===== src/rtl/arbitro_rr.sv =====
// arbitro_rr: arbiter that moves words from N_PORTS show-ahead input FIFOs
// to N_PORTS output FIFOs, one word per clock. The destination of a word is
// held in its top DEST_W bits.
// Optional feature: define ARBITRO_RR_EN for round-robin grant order.
// Without it, the grant is fixed priority (lowest eligible index wins).
module arbitro_rr #(
  parameter int N_PORTS    = 4,
  parameter int DATA_WIDTH = 10,
  parameter int DEST_W     = 2
) (
  input  logic                            clk,
  input  logic                            reset,
  input  logic                            enable,
  input  logic [N_PORTS-1:0]              empty,
  input  logic [N_PORTS-1:0]              almostfull,
  input  logic [N_PORTS*DATA_WIDTH-1:0]   data_in,
  output logic [N_PORTS-1:0]              pop,
  output logic [N_PORTS-1:0]              push,
  output logic [DATA_WIDTH-1:0]           data_out,
  output logic                            idle
);

  typedef enum logic {
    ST_IDLE   = 1'b0,
    ST_ACTIVE = 1'b1
  } state_t;

  state_t                  state;
  state_t                  state_nxt;
  logic [DEST_W-1:0]       ptr;
  logic [DATA_WIDTH-1:0]   word     [N_PORTS];
  logic [DEST_W-1:0]       dest     [N_PORTS];
  logic [N_PORTS-1:0]      eligible;
  logic [DEST_W-1:0]       cand;
  logic                    gnt_vld;
  logic [DEST_W-1:0]       gnt_idx;

  // Unpack head words, extract destinations and flag eligible inputs.
  always_comb begin
    for (int i = 0; i < N_PORTS; i++) begin
      word[i]     = data_in[i*DATA_WIDTH +: DATA_WIDTH];
      dest[i]     = word[i][DATA_WIDTH-1 -: DEST_W];
      eligible[i] = !empty[i] && !almostfull[dest[i]];
    end
  end

  // FSM state register.
  // NOTE: sequential state uses non-blocking assignments so every register
  // samples pre-edge values regardless of process ordering.
  always_ff @(posedge clk or posedge reset) begin
    if (reset) begin
      state <= ST_IDLE;
    end else begin
      state <= state_nxt;
    end
  end

  // Next-state decode and grant search starting at ptr, wrapping modulo N_PORTS.
  // NOTE: every signal written here gets a default first, so no path can
  // leave one unassigned and infer a latch.
  always_comb begin
    state_nxt = state;
    gnt_vld   = 1'b0;
    gnt_idx   = ptr;
    cand      = ptr;
    pop       = '0;
    case (state)
      ST_IDLE: begin
        if (enable) state_nxt = ST_ACTIVE;
      end
      ST_ACTIVE: begin
        if (!enable) state_nxt = ST_IDLE;
        // A grant is still made in the cycle enable falls; its push follows.
        for (int k = 0; k < N_PORTS; k++) begin
          cand = ptr + DEST_W'(k);
          if (!gnt_vld && eligible[cand]) begin
            gnt_vld = 1'b1;
            gnt_idx = cand;
          end
        end
        if (gnt_vld) pop[gnt_idx] = 1'b1;
      end
      default: state_nxt = ST_IDLE;
    endcase
  end

`ifdef ARBITRO_RR_EN
  // Round-robin pointer: moves just past the granted input, held otherwise.
  always_ff @(posedge clk or posedge reset) begin
    if (reset) begin
      ptr <= '0;
    end else if (gnt_vld) begin
      ptr <= gnt_idx + DEST_W'(1);
    end
  end
`else
  // Fixed priority: the search always starts at input 0.
  assign ptr = '0;
`endif

  // Registered write side: the granted word goes out one clock after its pop.
  // Output FIFOs keep a free slot for this in-flight word, so almostfull is
  // not re-checked here.
  always_ff @(posedge clk or posedge reset) begin
    if (reset) begin
      push     <= '0;
      data_out <= '0;
    end else if (gnt_vld) begin
      push     <= N_PORTS'(1) << dest[gnt_idx];
      data_out <= word[gnt_idx];
    end else begin
      push     <= '0;
    end
  end

  assign idle = (state == ST_IDLE) && (push == '0);

endmodule


===== config.mk =====
export PLATFORM = sky130hd
export DESIGN_NAME = arbitro_rr
export DESIGN_NICKNAME = d
export VERILOG_FILES = /design/src/rtl/arbitro_rr.sv
export SDC_FILE = /design/constraint.sdc
export NUM_CORES = 1
export LEC_CHECK = 0
export ABC_AREA = 1
export BUFFER_PORTS_ARGS = -buffer_cell sky130_fd_sc_hd__buf_2
export CORE_ASPECT_RATIO = 1.2
export CORE_UTILIZATION = 41
export DETAILED_ROUTE_END_ITERATION = 6
export HOLD_SLACK_MARGIN = 0.06
export PLACE_DENSITY = 0.79
export RECOVER_POWER = 25
export SYNTH_ARGS = -nofsm -noshare
export SYNTH_HDL_FRONTEND = slang
export SYNTH_SLANG_ARGS = --single-unit

===== constraint.sdc =====
create_clock -name clk -period 1.5 [get_ports clk]
set_input_delay 0.225 -clock clk [delete_from_list [all_inputs] [get_ports clk]]
set_output_delay 0.225 -clock clk [all_outputs]
set_load 0.005 [all_outputs]

==> results.txt, run 1 <==
Worst-Skew Late Latency: 0.27 ns
Post-Syn Area: 0.00135 mm2
number of fill cells: 254
CTS Buf Count: 3
Setup Skew: 0.00526 ns
placer congestion estimate: 0.836
reg2reg setup slack: -0.11 ns
Yosys warnings: 0
run status: finished, violations left
worst path arrival time: 1.79 ns
failing checks: setup timing
DRT Pass-1 Iters: 5
f_max: 621 MHz
fin cells: 361
Tmin final: 1.61 ns
Worst Setup Path Type: reg -> reg
root buffer cell: clkbuf_4
Final Cell Area: 0.00219 mm2
HPWL Detailed: 2.76 mm
RSZ-0062 raised after global routing: yes
VDD IR-drop max: 598 uV
grt total ovfl: 0
crit path max fanout: 8
Max-Slew Margin vs Limit: 64.4%
first-pass GRT wire length: 5.44 mm
fin nets: 377
Horiz. Die Dim: 54.5 um
Syn Nets: 275
DRC: 0
Slew Viols, Final: 0
Iter 0 DRT Violations: 48
H-tree depth: 1
Diodes inserted: 0
global-route layer with the greatest usage: met2
# IOs: 70
antenna-violating nets left: 0
Power Density: 651 mW/mm2
vias: 1755
Yosys cell types: 19
P_leak: 1.31 nW
endpoints failing hold: 0
Die Y: 64.9 um
core area: 0.00311 mm2
CP Capture Type: register
vias per cell: 4.86
Final WS setup: -0.111 ns
Starting Density: 43.5%
GR Util met2: 35.1%
sequential fraction of the synthesis area: 27.7%
CTS tree: yes
Post-Place Setup Slack: -0.165 ns
final wirelength: 4.34 mm
# Max-Cap Violations: 0
Synth Instances: 224
GR Util met1: 26.1%
worst hold path class: in -> reg
vias in the first global route: 1334
CP Launch Type: register
Area Overhead vs Synth: 62.1%
Placed Cells: 338
Num Clock Sinks: 15
Worst-path clk slew: 0.09 ns
All-Layer GR Usage: 20.4%
initial antenna violation count: 0
final worst path period share: 107%
Slew @ Worst Pin: 0.533 ns
Max Buffers Root-to-Sink: 2
full die area: 0.00354 mm2
Avg Cell Area, Syn: 6.04 um2
met3 Resource Use GR: 1.64%
largest net degree at the start of global routing: 21
Final setup viols: 10
Routed wire per std cell: 12.0 um
Synth Register Bits: 15
layout cell share with drive strength beyond 1: 48.6%
Buffers on Ports: 69
DP Area: 0.00180 mm2
WP data required: 1.68 ns
Row Count: 22
==> logic make-up (layout without fill, tap and decap cells) <==
group                  after synthesis  in the layout  share of synthesized area (%)
buffers and inverters               35            134                           12.4
AOI/OAI and AO/OA                    2              2                          0.739
DFF                                 15             15                           27.7
and+or+nand+nor                    172            174                           59.1
==> final cells by class <==
type                    count  area, um2  area share, %
clock inverters             1       5.00          0.228
inverters                  29        118           5.36
clock buffers               3       22.5           1.03
flip-flops and latches     15        377           17.2
repair buffers            100        632           28.8
repair inverters            1       7.51          0.342
multi-input cells         176        988           45.0
well taps                  36       45.0           2.05
==> final timing paths <==
path | startpoint | end | cells past startpoint
max reg2reg | state | data_out[1] | 11
max | state | data_out[1] | 11
min reg2reg | data_out[5] | data_out[5] | 2
min | data_in[10] | data_out[0] | 7
max in group asynchronous | reset | state | 3
min in group asynchronous | reset | data_out[6] | 3
==> cells in the final DEF, fill, tap and decap left out <==
cell	count
a21oi_1	2
buf_12	1
buf_2	68
buf_4	20
buf_6	9
clkbuf_4	3
clkinv_2	1
clkinv_4	1
clkinvlp_4	2
dfrtp_1	14
dfrtp_2	1
dlygate4sd3_1	2
inv_1	23
inv_2	4
nand2_1	93
nand2_2	16
nand2_4	8
nand2_8	2
nand3_1	11
nand3_2	13
nand3_4	2
nand4_4	2
nor2_1	21
nor2_2	1
nor2_4	3
nor3_1	1
nor3b_2	1
==> through the flow <==
step                      TNS, ns  hold WS [ns]  utilization, %  power [mW]
after floorplan                 0         0.126               -       0.854
after global placement      -1.32         0.285            57.8        1.06
after detailed placement    -1.61         0.292            57.8        1.07
after CTS                  -0.685         0.325            61.4        1.31
after global routing        -1.74         0.356            70.6        1.55
final                      -0.298         0.324            70.6        1.43
==> per-layer routing <==
layer / wire length [um] / share of wire, %
met1: 1740 / 40
met2: 2260 / 52
met3: 209 / 4.8
met4: 126 / 2.9
met5: 0 / 0
==> flip-flops by register name, indices dropped and copies added (netlist names) <==
name,count
data_out,10
push,4
state,1
==> cell usage after synthesis, drive strengths merged <==
| cell type | count | area share [%] |
|---|---|---|
| a21oi | 2 | 0.74 |
| inv | 27 | 7.5 |
| clkinv | 2 | 0.55 |
| nand3 | 26 | 11 |
| nor3b | 1 | 0.55 |
| nor3 | 1 | 0.37 |
| nand4 | 2 | 3.1 |
| buf | 6 | 4.3 |
| nor2 | 25 | 7.7 |
| nand2 | 117 | 36 |
| dfrtp | 15 | 28 |
==> power breakdown <==
part / internal [mW] / switching [mW] / total, mW / leakage (nW)
combinational: 0.320 / 0.378 / 0.698 / 1.11
sequential: 0.479 / 0.0367 / 0.516 / 0.188
clock: 0.0987 / 0.118 / 0.216 / 0.0177
total: 0.898 / 0.532 / 1.43 / 1.31
==> critical path: stages, from the launching register on <==
cell and delay [ns]:
dfrtp_2 0.42, buf_4 0.13, buf_6 0.13, nand4_4 0.14
clkinv_4 0.12, buf_4 0.15, nor2_1 0.10, nor2_1 0.08
nand2_1 0.09, nand2_2 0.06, nand2_2 0.05, nand2_1 0.04
==> timing repair <==
| item | 4_1_cts | 5_1_grt |
|---|---|---|
| resized for setup | 5 | 48 |
| hold endpoints to repair | 16 | 0 |
| gates cloned | 0 | 5 |
| pin swaps | 2 | 26 |
| endpoints found under the setup margin | 6 | 17 |
| hold buffers | 2 | 0 |
| setup buffers | 5 | 7 |
(Power assumes the default switching activity.)
==> run 2, diff against run 1 <==
- CORE_UTILIZATION: 41 -> 49
- MAX_ROUTING_LAYER: not set -> met4
- PLACE_DENSITY: 0.79 -> 0.89
- clock period: 1.5 -> 2.1 ns (I/O delays scaled with it)
==> run 2 against run 1 <==
  * The run now ends clean
  * Wire length decreased by 30%
  * Critical path type is now reg -> out
  * Register-to-register slack improved by 0.55 ns
  * Global-route usage increased by 0.93 points
  * Non-clock buffer count decreased by 29
  * Final area decreased by 21%
  * Total power decreased by 38%
  * Highest routed layer unchanged
  * Via count decreased by 13%
  * Core utilization decreased by 3.7 points
  * Flip-flop and latch count unchanged
==> results.txt, run 2 (synthesis gave the netlist of run 1 again) <==
vias in the first global route: 1237
worst r2r src: state
P_leak: 1.10 nW
endpoints failing hold: 0
Worst R2R End: data_out[9]
Num Clock Sinks: 15
Final setup viols: 0
Slew @ Worst Pin: 0.498 ns
placer congestion estimate: 0.840
Post-Place Setup Slack: 0.237 ns
most frequent cells in the layout: nand2_1 (106), buf_2 (69), inv_1 (25)
fin nets: 345
largest net degree at the start of global routing: 21
WP data required: 1.78 ns
final hold slack: 0.0605 ns
Diodes inserted: 0
root buffer cell: clkbuf_4
Final WS setup: 0.296 ns
Post-CTS Hold Buffers: 0
Largest Register: data_out
Worst-Skew Late Latency: 0.26 ns
crit path max fanout: 14
Routed wire per std cell: 9.37 um
core area: 0.00258 mm2
All-Layer GR Usage: 21.3%
full die area: 0.00298 mm2
Power Density: 516 mW/mm2
CTS Buf Count: 3
Worst-path clk slew: 0.07 ns
Max-Slew Margin vs Limit: 66.8%
flip-flop count of the largest register after layout: 10
RSZ-0062 raised after global routing: no
Row Count: 20
Starting Density: 52.5%
DRT Pass-1 Iters: 4
commonest non-fill, non-tap cell in the layout: nand2_1
Post-CTS Resized: 0
reg2reg setup slack: 0.44 ns
Worst Setup Path Type: reg -> out
grt total ovfl: 0
Total Power: 0.888 mW
HPWL Detailed: 2.60 mm
run status: finished, final reports clean
Iter 0 DRT Violations: 24
# IOs: 70
Area Overhead vs Synth: 27.3%
CP Launch Type: register
Buffers on Ports: 69
Die Y: 59.6 um
Setup Skew: 0.00118 ns
total negative slack: 0 ns
H-tree depth: 1
Setup Fix Bufs, Post-CTS: 0
CP Capture Type: output port
vias: 1522
layout cell share with drive strength beyond 1: 32.8%
# Max-Cap Violations: 0
worst path arrival time: 1.49 ns
worst hold path class: in -> async
Tmin final: 1.80 ns
final worst path period share: 85.9%
initial antenna violation count: 0
CTS tree: yes
antenna-violating nets left: 0
biggest regs: data_out (10), push (4), state (1)
vias per cell: 4.67
Slew Viols, Final: 0
Worst Reg-to-Reg Cells: 11
Horiz. Die Dim: 50.0 um
f_max: 554 MHz
Max Buffers Root-to-Sink: 2
VDD IR-drop max: 335 uV
first-pass GRT wire length: 4.89 mm
DRC: 0
final wirelength: 3.06 mm
==> run 2: cell count changes in the layout (fill, tap and decap cells not counted), sizes merged <==
cell / change
dlygate4sd3: -2
clkinvlp: -2
clkbuf: +1
buf: -27
nand2: -2
==> run 2: how the worst max path moves through the flow <==
stage	cells after the start	start	slack [ns]	end
3_5_place_dp	13	data_in[38]	0.24	data_out[9]
5_1_grt	9	data_in[8]	0.20	pop[1]
6_report	4	state	0.30	pop[1]
4_1_cts	4	state	0.28	pop[1]
2_1_floorplan	12	state	0.60	data_out[9]
3_3_place_gp	14	data_in[8]	0.29	data_out[4]
==> run 2: cell type report <==
class,instances,area (um2)
clock buffer,4,26.3
timing repair buffer,71,360
tap,33,41.3
inverter,29,109
fill,259,855
sequential,15,375
multi-input combinational,174,811
==> run 2: layer usage <==
metal | GRT usage, % | wire, um
met5 | - | 0
met4 | 5.71 | 12
met3 | 0.256 | 120
met2 | 36.6 | 1540
met1 | 27.7 | 1380
==> run 2: worst max-delay path, stage by stage, from the launching register on <==
cell,delay [ns]
dfrtp_1,0.39
buf_4,0.17
nand4_4,0.19
clkinv_1,0.26
buf_2,0.20
==> run 2: power by group <==
part | internal [mW] | switching, mW | total, mW | leakage (nW)
logic | 0.162 | 0.215 | 0.376 | 0.900
registers | 0.342 | 0.0227 | 0.365 | 0.189
clock network | 0.0734 | 0.0744 | 0.148 | 0.0150
total | 0.577 | 0.312 | 0.888 | 1.10
==> run 2: per-stage QoR <==
stage | cell area, um2 | util (%) | cells
final | 1720 | 66.8 | 326
after global routing | 1720 | 66.8 | 326
after CTS | 1720 | 66.8 | 326
after detailed placement | 1700 | 65.8 | 322
after global placement | 1700 | 65.8 | 322
after floorplan | 1350 | - | 224
